**config.mk**
```make
export PLATFORM = sky130hd
export DESIGN_NAME = prbs23_burst_ctrl
export DESIGN_NICKNAME = d
export VERILOG_FILES = /design/src/rtl/prbs23_burst_ctrl.sv
export SDC_FILE = /design/constraint.sdc
export NUM_CORES = 1
export LEC_CHECK = 0
export CORE_ASPECT_RATIO = 1.1
export CORE_MARGIN = 8
export CORE_UTILIZATION = 35
export CTS_CLUSTER_DIAMETER = 50
export CTS_CLUSTER_SIZE = 30
export DETAILED_ROUTE_END_ITERATION = 6
export PLACE_DENSITY_LB_ADDON = 0.1
export SYNTH_ARGS = -nofsm -noshare
export SYNTH_HDL_FRONTEND = slang
export SYNTH_SLANG_ARGS = --single-unit
```
**constraint.sdc**
```tcl
create_clock -name iclk -period 4.5 [get_ports iclk]
set_input_delay 0.45 -clock iclk [delete_from_list [all_inputs] [get_ports iclk]]
set_output_delay 0.45 -clock iclk [all_outputs]
set_load 0.03 [all_outputs]
```
**src/rtl/prbs23_burst_ctrl.sv**
```systemverilog
// Burst framer for the x^23+x^18+1 PRBS generator: header words, PRBS payload, idle gap, repeat.
// Define PRBS23_BURST_IDX_HDR_EN to append a burst-index word after the fixed header words.
module prbs23_burst_ctrl #(
   parameter int unsigned       pDAT_W    = 8,
   parameter int unsigned       pLEN_W    = 16,
   parameter int unsigned       pHDR_LEN  = 2,
   parameter logic [pDAT_W-1:0] pHDR_WORD = pDAT_W'(8'hA5)
) (
   input  logic              iclk,
   input  logic              irst_n,
   input  logic              iclkena,
   input  logic              istart,
   input  logic              istop,
   input  logic [pLEN_W-1:0] iburst_len,
   input  logic [pLEN_W-1:0] igap_len,
   input  logic [pLEN_W-1:0] iburst_num,
   output logic              oprbs_ival,
   input  logic [pDAT_W-1:0] iprbs_dat,
   output logic              obusy,
   output logic              oval,
   output logic              osop,
   output logic              oeop,
   output logic [pDAT_W-1:0] odat,
   output logic [pLEN_W-1:0] oburst_idx
);

`ifdef PRBS23_BURST_IDX_HDR_EN
   localparam int unsigned HDR_WORDS = pHDR_LEN + 1;
`else
   localparam int unsigned HDR_WORDS = pHDR_LEN;
`endif
   localparam int unsigned HCNT_W = (HDR_WORDS > 1) ? $clog2(HDR_WORDS) : 1;

   typedef enum logic [1:0] {ST_IDLE, ST_HDR, ST_DATA, ST_GAP} state_t;

   state_t              state_q, state_d;
   logic [pLEN_W-1:0]   len_q, len_d, gap_q, gap_d, num_q, num_d;
   logic [pLEN_W-1:0]   dcnt_q, dcnt_d, gcnt_q, gcnt_d, idx_q, idx_d;
   logic [HCNT_W-1:0]   hcnt_q, hcnt_d;
   logic                stop_q, stop_d, busy_q, busy_d;
   logic                val_q, val_d, sop_q, sop_d, eop_q, eop_d, sel_q, sel_d;
   logic [pDAT_W-1:0]   hdr_q, hdr_d;

   logic [pLEN_W-1:0]   len_last, gap_last, num_last;
   logic                hdr_last, data_last, gap_done, last_burst, stop_req;

   // Compare against last index instead of count so a full-scale length never wraps early.
   assign len_last   = (len_q == '0) ? '0 : len_q - pLEN_W'(1);
   assign gap_last   = gap_q - pLEN_W'(1);
   assign num_last   = num_q - pLEN_W'(1);
   assign hdr_last   = (hcnt_q == HCNT_W'(HDR_WORDS - 1));
   assign data_last  = (dcnt_q == len_last);
   assign gap_done   = (gcnt_q == gap_last);
   assign last_burst = (num_q != '0) && (idx_q == num_last);
   assign stop_req   = stop_q | istop;

   // State register
   always_ff @(posedge iclk or negedge irst_n) begin
      if (!irst_n) begin
         state_q <= ST_IDLE;
      end else if (iclkena) begin
         state_q <= state_d;
      end
   end

   // Next-state, counters and registered output values
   always_comb begin
      state_d = state_q;
      len_d   = len_q;
      gap_d   = gap_q;
      num_d   = num_q;
      hcnt_d  = hcnt_q;
      dcnt_d  = dcnt_q;
      gcnt_d  = gcnt_q;
      idx_d   = idx_q;
      stop_d  = stop_req;
      busy_d  = busy_q;
      val_d   = 1'b0;
      sop_d   = 1'b0;
      eop_d   = 1'b0;
      sel_d   = 1'b0;
      hdr_d   = hdr_q;
      case (state_q)
         ST_IDLE: begin
            stop_d = 1'b0;
            busy_d = 1'b0;
            if (istart) begin
               len_d   = iburst_len;
               gap_d   = igap_len;
               num_d   = iburst_num;
               idx_d   = '0;
               hcnt_d  = '0;
               dcnt_d  = '0;
               gcnt_d  = '0;
               busy_d  = 1'b1;
               state_d = ST_HDR;
            end
         end
         ST_HDR: begin
            val_d = 1'b1;
            sop_d = (hcnt_q == '0);
`ifdef PRBS23_BURST_IDX_HDR_EN
            hdr_d = (hcnt_q == HCNT_W'(pHDR_LEN)) ? pDAT_W'(idx_q) : pHDR_WORD;
`else
            hdr_d = pHDR_WORD;
`endif
            if (hdr_last) begin
               hcnt_d  = '0;
               dcnt_d  = '0;
               state_d = ST_DATA;
            end else begin
               hcnt_d = hcnt_q + 1'b1;
            end
         end
         ST_DATA: begin
            val_d = 1'b1;
            sel_d = 1'b1;
            if (data_last) begin
               eop_d  = 1'b1;
               dcnt_d = '0;
               if (stop_req || last_burst) begin
                  busy_d  = 1'b0;
                  state_d = ST_IDLE;
               end else if (gap_q == '0) begin
                  idx_d   = idx_q + 1'b1;
                  hcnt_d  = '0;
                  state_d = ST_HDR;
               end else begin
                  gcnt_d  = '0;
                  state_d = ST_GAP;
               end
            end else begin
               dcnt_d = dcnt_q + 1'b1;
            end
         end
         ST_GAP: begin
            if (gap_done) begin
               gcnt_d  = '0;
               hcnt_d  = '0;
               idx_d   = idx_q + 1'b1;
               state_d = ST_HDR;
            end else begin
               gcnt_d = gcnt_q + 1'b1;
            end
         end
         default: state_d = ST_IDLE;
      endcase
   end

   // Datapath registers
   always_ff @(posedge iclk or negedge irst_n) begin
      if (!irst_n) begin
         len_q  <= '0;
         gap_q  <= '0;
         num_q  <= '0;
         hcnt_q <= '0;
         dcnt_q <= '0;
         gcnt_q <= '0;
         idx_q  <= '0;
         stop_q <= 1'b0;
         busy_q <= 1'b0;
         val_q  <= 1'b0;
         sop_q  <= 1'b0;
         eop_q  <= 1'b0;
         sel_q  <= 1'b0;
         hdr_q  <= '0;
      end else if (iclkena) begin
         len_q  <= len_d;
         gap_q  <= gap_d;
         num_q  <= num_d;
         hcnt_q <= hcnt_d;
         dcnt_q <= dcnt_d;
         gcnt_q <= gcnt_d;
         idx_q  <= idx_d;
         stop_q <= stop_d;
         busy_q <= busy_d;
         val_q  <= val_d;
         sop_q  <= sop_d;
         eop_q  <= eop_d;
         sel_q  <= sel_d;
         hdr_q  <= hdr_d;
      end
   end

   // Generator advances on the same edge that registers sel, so payload needs no extra stage.
   assign oprbs_ival = iclkena && (state_q == ST_DATA);
   assign odat       = sel_q ? iprbs_dat : hdr_q;
   assign obusy      = busy_q;
   assign oval       = val_q;
   assign osop       = sop_q;
   assign oeop       = eop_q;
   assign oburst_idx = idx_q;

endmodule

```
### Yosys cells after proc, flatten, opt, wreduce, memory -nomap -nowiden

Index checks and enable logic that the tools add are counted.

| word-level totals | value |
|---|---|
| memory bits (writable) | 0 |
| word-level logic and storage cells | 97 |
| input port bits | 61 |
| latch bits | 0 |
| ROM bits | 0 |
| bits in registers | 106 |
| memories | 0 |
| output and inout port bits | 29 |

| operators by class | value |
|---|---|
| mux-type cells | 40 |
| bitwise gates (word level) | 2 |
| add/subtract/negate cells | 7 |
| shift-type cells | 0 |
| order comparisons | 0 |
| $mul | 0 |
| reduce and logical (&&, ||, !) cells | 19 |
| equal/unequal tests | 14 |
| div/mod/pow operators | 0 |

Operators with widths:

| operator | number |
|---|---|
| $mux W16 | 12 |
| $pmux W16 S3 | 3 |
| $add A16 B1 Y16 const B | 3 |
| $eq A16 B16 Y1 | 3 |
| $sub A16 B1 Y16 const B | 3 |
| $logic_not A16 Y1 | 2 |
| $ne A2 B2 Y1 const B | 8 |
| $reduce_bool A16 Y1 | 1 |
| $mux W1 | 15 |
| $mux W2 | 6 |
| $reduce_and A6 Y1 | 2 |
| $mux W8 | 1 |
| $pmux W2 S4 | 1 |
| $reduce_and A4 Y1 | 2 |
| $reduce_and A7 Y1 | 1 |
| $reduce_bool A3 Y1 | 2 |
| $reduce_and A5 Y1 | 1 |
| $eq A2 B2 Y1 const B | 2 |
| $pmux W1 S4 | 1 |
| $reduce_and A3 Y1 | 1 |
| $eq A2 B1 Y1 const B | 1 |
| $logic_and A1 B1 Y1 | 2 |
| $logic_not A2 Y1 | 1 |
| $pmux W1 S2 | 1 |
| 7 further kinds | 7 |

### Longest topological paths before layout

| depth | value |
|---|---|
| word-level depth | 7 |
| gate-level depth with buffers | 15 |

### Worst setup path after synthesis

OpenSTA, ideal clock, no wires.

| path | value |
|---|---|
| path type | register to register |
| start point | register len_q[0] |
| end point | register gcnt_q[6] |
| slack | 0.808 ns |
| arrival | 3.559 ns |
| stages on the path, launching flop included | 15 |
| data required time | 4.367 ns |
| library setup time | 0.133 ns |
| path through | dfrtp_1 > inv_1 > ha_1 > or3b_1 > buf_2 > or4_4 > a221oi_2 > o211ai_1 > nand4b_4 > nor4_4 > a31oi_4 > buf_6 > buf_2 > o31ai_2 > o41ai_2 |

| between the ends | value |
|---|---|
| word-level cells in the longest chain between the ends | 5 |

RTL lines:

| what | RTL line | source |
|---|---|---|
| start, declared | 37 | `logic [pLEN_W-1:0] len_q, len_d, gap_q, gap_d, num_q, num_d;` |
| start signal, assigned | 168 | `len_q <= len_d;` |
| $sub A16 B1 Y16 or $logic_not A16 Y1 (tied branches) | 48 | `assign len_last = (len_q == '0) ? '0 : len_q - pLEN_W'(1);` |
| $mux W16 * | 48 |  |
| $eq A16 B16 Y1 * | 52 | `assign data_last = (dcnt_q == len_last);` |
| $ne A2 B2 Y1 (no line) * | - |  |
| $reduce_and A6 Y1 (no line) * | - |  |
| end signal, assigned | 173 | `gcnt_q <= gcnt_d;` |
| end, declared | 38 | `logic [pLEN_W-1:0] dcnt_q, dcnt_d, gcnt_q, gcnt_d, idx_q, idx_d;` |

Every way passes the cells marked *; elsewhere a longest branch is shown, timed or not.
A chain may end at the register's enable or synchronous reset.

### Worst setup path after layout

| path | value |
|---|---|
| start point | register len_q[0] |
| end point | register gcnt_q[15] |

Same word-level chain as after synthesis.

==> results.py <==
metrics = {
    "die": {
        "die_x_um": 151,
        "start_util_pct": 35.5,
        "fp-row-count": 54,
        "floorplan.die.height_um": 164,
        "io-pin-count": 90,
        "die_area_um2": 24800,
        "core_area_um2": 19700,
    },
    "global_routing": {
        "first_global_vias": 6070,
        "antenna_found_initial": 0,
        "grt_pass1_wl_um": 31600,
        "grt-ovfl-total": 0,
        "grt_max_degree": 69,
        "grtUsageTotal_pct": 16.0,
    },
    "timing": {
        "finalCritPeriodShare_pct": 94.4,
        "fin_worst_skew_ns": 0.00758,
        "final_hold_viol_count": 0,
        "rsz0062_at_grt": "false",
        "setup_viol": 0,
        "report.final.slew_viol_count": 0,
        "max_slew_margin_pct": 40.9,
        "fin_crit_ns": 4.25,
        "fin_ws_ns": 0.250,
        "worst-slew-pin-transition_ns": 0.886,
        "timing.setup.tns_ns": 0,
        "max_freq_ghz": 0.235,
    },
    "logic_synthesis": {
        "yosysMostFrequentCell": "dfrtp_1",
        "ys_seq_area_share_pct": 37.9,
        "synth_top_area_share_pct": 37.9,
        "yosysUniqueCellTypes": 77,
        "ys_warn_count": 0,
        "synthArstFlopShare_pct": 100,
        "synth-seq-cells": 106,
        "ys_top_cells_by_count": "106 x dfrtp_1, 52 x mux2_2, 52 x nor2_1",
        "synth-edff-count": 0,
        "synthTopCellsByArea": "dfrtp_1 38%, mux2_2 8.4%, xnor2_1 4.6%, o21ai_0 3.0%, xor2_1 2.9%",
        "synth_area_per_cell_um2": 9.47,
        "netlist_instances": 740,
        "synth_top_flop_cell": "dfrtp_1",
        "syn_nets": 813,
        "netlist_area_um2": 7010,
        "yosysTopAreaCell": "dfrtp_1",
    },
    "route": {
        "routed_wl_um": 19300,
        "vias": 5993,
        "drt_iter0_markers": 467,
        "drc_errors": 0,
        "avgRoutedWirePerCell_um": 18.0,
        "ant_nets": 0,
        "via_per_inst": 5.60,
        "dr.pass1.iters": 5,
    },
    "min_path": {
        "hold_class": "input port to async pin",
    },
    "setup_path": {
        "cp_data_arrival_time_ns": 4.53,
        "reg2reg_slack_ns": 0.25,
        "path_class": "register to register",
        "cp-start-kind": "register",
        "path_max_fanout": 27,
        "required_ns": 4.78,
        "end_kind": "register",
    },
    "finish": {
        "synthToLayoutAreaGrowth_pct": 20.0,
        "diodes": 0,
        "drive_above_1_share_pct": 13.4,
        "nets": 887,
        "finalInstanceArea_um2": 8410,
    },
    "clock_tree": {
        "postCtsSetupBuffers": 0,
        "htree_levels": 3,
        "clock_latency_ns": 0.36,
        "clk_pin_slew_ns": 0.08,
        "cts_sinks": 106,
        "cts_tree": "yes",
        "root_buffer": "clkbuf_16",
        "cts_resized": 0,
        "clock_path_buffers": 2,
        "hold_buffers": 0,
        "cts_buffers": 9,
    },
    "placed_design": {
        "dpl_worst_slack_ns": 0.291,
        "io_buffers": 89,
        "place.gp.congestion": 0.835,
        "placed_area_um2": 8110,
        "dp_hpwl_um": 14700,
    },
    "power": {
        "p_per_area_nw_per_um2": 239,
        "p_comb_share_pct": 8.1,
        "clock_power_share_pct": 41.1,
        "p_sw_uw": 506,
        "leakagePower_nw": 3.65,
        "p_sw_share_pct": 25.2,
        "seq_power_share_pct": 50.8,
        "irDropWorstVdd_uv": 168,
        "power.internal_mw": 1.50,
    },
    "outcome": {
        "outcome": "completed",
    },
    "job": {
        "drv_cap": 0,
    },
}
## registers in the layout (all words and copies together), names as in the netlist
name        flops
len_q          16
oeop            1
hcnt_q          1
gap_q          16
stop_q          1
obusy           1
hdr_q           1
oval            1
state_q         2
oburst_idx     16
gcnt_q         16
dcnt_q         16
sel_q           1
num_q          16
osop            1
## placed cells by master (no fill, tap or decap), types with 23 or more instances in the layout
cell type        instances
nor2_1                  52
dfrtp_1                106
nand2_1                 38
clkdlybuf4s50_1         88
o31ai_1                 26
a21oi_1                 37
mux2_2                  52
xnor2_1                 37
o21ai_0                 42
xor2_1                  23
## worst paths after layout
check,startpoint,to,cells after the start
setup / recovery,len_q[0],gcnt_q[15],11
hold / removal,irst_n,num_q[13],1
setup reg to reg,len_q[0],gcnt_q[15],11
hold reg to reg,hdr_q[0],hdr_q[0],1
max in group asynchronous,irst_n,gap_q[15],2
min in group iclk,hdr_q[0],hdr_q[0],1
## power groups by stage
stage | combinational [mW] | sequential [mW] | clock, mW
floorplan | 0.0998 | 1.01 | 0
global placement | 0.158 | 1.04 | 0
CTS | 0.166 | 1.02 | 0.861
global route | 0.183 | 1.02 | 0.895
detailed placement | 0.164 | 1.04 | 0
finish | 0.162 | 1.02 | 0.825
## worst max-delay path: stages (launching register included)
cell and delay (ns):
dfrtp_1 0.45, inv_1 0.08, ha_1 0.18, or3b_1 0.51, nor4_4 0.45, and2_0 0.41, o311a_1 0.27, nand4b_4 0.12
nor4_4 0.55, a31oi_4 0.39, or4_1 0.59, a21oi_1 0.16
## cells by family after synthesis
family / after synthesis / share of synthesized area [%]
AND/OR/NAND/NOR: 273 / 22.4
AO/OA/AOI/OAI: 163 / 16.0
flip-flops: 106 / 37.9
buffers and inverters: 65 / 4.50
multiplexers: 61 / 9.64
XOR/XNOR: 60 / 7.50
adder cells (fa/ha/maj): 12 / 2.14
## layout make-up
cell class              count  area (um2)
clock inverters             7        76.3
flip-flops and latches    106        2650
repair buffers            105        1010
inverters                  23        86.3
clock buffers               9         225
well taps                 252         315
multi-input cells         569        4050
fillers                  1910       11300
## stage by stage
stage / util, % / power [mW] / std cells / hold WS (ns)
after global routing: 42.6 / 2.10 / 1071 / 0.268
after floorplan: - / 1.10 / 740 / 0.154
final: 42.6 / 2.01 / 1071 / 0.191
after global placement: 41.1 / 1.19 / 1055 / 0.452
after CTS: 42.6 / 2.05 / 1071 / 0.238
after detailed placement: 41.1 / 1.20 / 1055 / 0.445
## per-layer routing
metal,global-route usage (%),vias to the layer above,wire length [um]
li1,-,2895,-
met1,19.1,2909,8290
met2,27.6,152,9660
met3,2.60,37,793
met4,7.43,0,546
met5,0,-,0
Note: power is estimated with default switching activity, not from simulation.
==> edit (same flow settings) <==
The parameter `pLEN_W` goes from 16 to 12.
--- a/src/rtl/prbs23_burst_ctrl.sv
+++ b/src/rtl/prbs23_burst_ctrl.sv
@@ -2,7 +2,7 @@
 // Define PRBS23_BURST_IDX_HDR_EN to append a burst-index word after the fixed header words.
 module prbs23_burst_ctrl #(
    parameter int unsigned       pDAT_W    = 8,
-   parameter int unsigned       pLEN_W    = 16,
+   parameter int unsigned       pLEN_W    = 12,
    parameter int unsigned       pHDR_LEN  = 2,
    parameter logic [pDAT_W-1:0] pHDR_WORD = pDAT_W'(8'hA5)
 ) (
Ports: changed (resized iburst_len, iburst_num, igap_len and oburst_idx); port bits go from 90 to 74. The function was not compared with the original's and may differ.
==> edit against the original RTL <==
Setup slack improved by 0.40 ns; sequential cell count shrank 24; area after synthesis decreased by 20%; non-clock buffer count down 26; clock skew decreased by 0.0016 ns; global-route usage rose by 0.085 points; design area down 19%; via count decreased by 18%; critical path depth unchanged; wire length shrank 18%; critical endpoint is now hcnt_q.
Power is not compared: it rests on default switching activity, and its combinational part moved more than twofold at a synthesized area within 25%.
==> edit: results (changes against the original RTL) <==
synth_area_leaders: "dfrtp_1 37%, mux2_2 8.1%, o21ai_0 3.4%"  # was dfrtp_1 38%, mux2_2 8.4%, xnor2_1 4.6%
grt_util_all_layers_pct: 16.1  # was 16.0%
maxSlewHeadroom_pct: 32.1  # was 40.9%
syn_avg_cell_area_um2: 9.15  # was 9.47 µm²
met1_usage_pct: 20.7  # was 19.1%
dr_wl_met3_um: 697  # was 793 µm
drtIter0Drc: 311  # was 467
hold-worst-slack_ns: 0.0519  # was 0.191 ns
crit_path_end: "hcnt_q"  # was gcnt_q[15]
seq_area_frac_synth_pct: 36.8  # was 37.9%
first_global_vias: 4934  # was 6070
gp_congestion: 0.878  # was 0.835
period_share_pct: 85.6  # was 94.4%
tns_ns: 0  # unchanged
fin_nets: 729  # was 887
wire_per_inst_um: 18.1  # was 18.0 µm
status: "completed"  # unchanged
portBuffers: 73  # was 89
grt_util_met2_pct: 26.3  # was 27.6%
drive_above_1_share_pct: 12.3  # was 13.4%
synth.distinct_cells: 72  # was 77
worst-r2r-setup-slack_ns: 0.65  # was 0.25 ns
post-place-cells: 858  # was 1055
wl_met2_mm: 7.44  # was 9.66 mm
use_met3_pct: 2.90  # was 2.60%
synth_flop_cell: "dfrtp_1"  # unchanged
placed_cell_area_um2: 6470  # was 8110 µm²
pre_cts_ws_ns: 0.691  # was 0.291 ns
hpwl_mm: 11.7  # was 14.7 mm
cp_max_fo: 9  # was 27
synth_commonest_cells: "82 x dfrtp_1, 48 x nand2_1, 40 x mux2_2, 40 x nor2_1, 38 x o21ai_0"  # was 106 x dfrtp_1, 52 x mux2_2, 52 x nor2_1
fillers: 1542  # was 1910
num_vias: 4896  # was 5993
muxShareOfSynthArea_pct: 10.2  # was 9.64%
grt_max_degree: 52  # was 69
wl_met1_mm: 7.27  # was 8.29 mm
clock_latency_ns: 0.34  # was 0.36 ns
fin_skew_ns: 0.00600  # was 0.00758 ns
synth_compound_area_share_pct: 15.1  # was 16.0%
final_cells: 874  # was 1071
grt_pass1_wl_mm: 25.9  # was 31.6 mm
highest_layer: "met4"  # unchanged
cts_setup_buffers: 0  # unchanged
==> edit: final cells by class <==
class | count | area (µm²) | area share (%)
timing repair buffer | 79 | 773 | 11.4
clock buffer | 10 | 239 | 3.52
clock inverter | 6 | 88.8 | 1.31
multi-input combinational | 475 | 3310 | 48.7
tap | 200 | 250 | 3.68
sequential | 82 | 2050 | 30.2
inverter | 22 | 82.6 | 1.22
==> edit: worst max-delay path, cell delays in order, from the launching register on <==
cell and delay (ns):
dfrtp_1 0.46, inv_1 0.12, ha_1 0.20, or3b_1 0.50, or4_1 0.57, and3_1 0.22
nor4_1 0.24, nand4b_1 0.15, a211o_1 0.36, and2_1 0.32, nor3b_1 0.24, mux2_2 0.35
==> edit: power by group through the flow <==
stage / logic, mW / clock network, mW / registers, mW
after floorplan: 1.45 / 0 / 1.20
after global placement: 1.78 / 0 / 1.36
after detailed placement: 1.80 / 0 / 1.36
after CTS: 1.81 / 0.848 / 1.35
after global routing: 2.02 / 0.870 / 1.41
final: 1.81 / 0.822 / 1.36
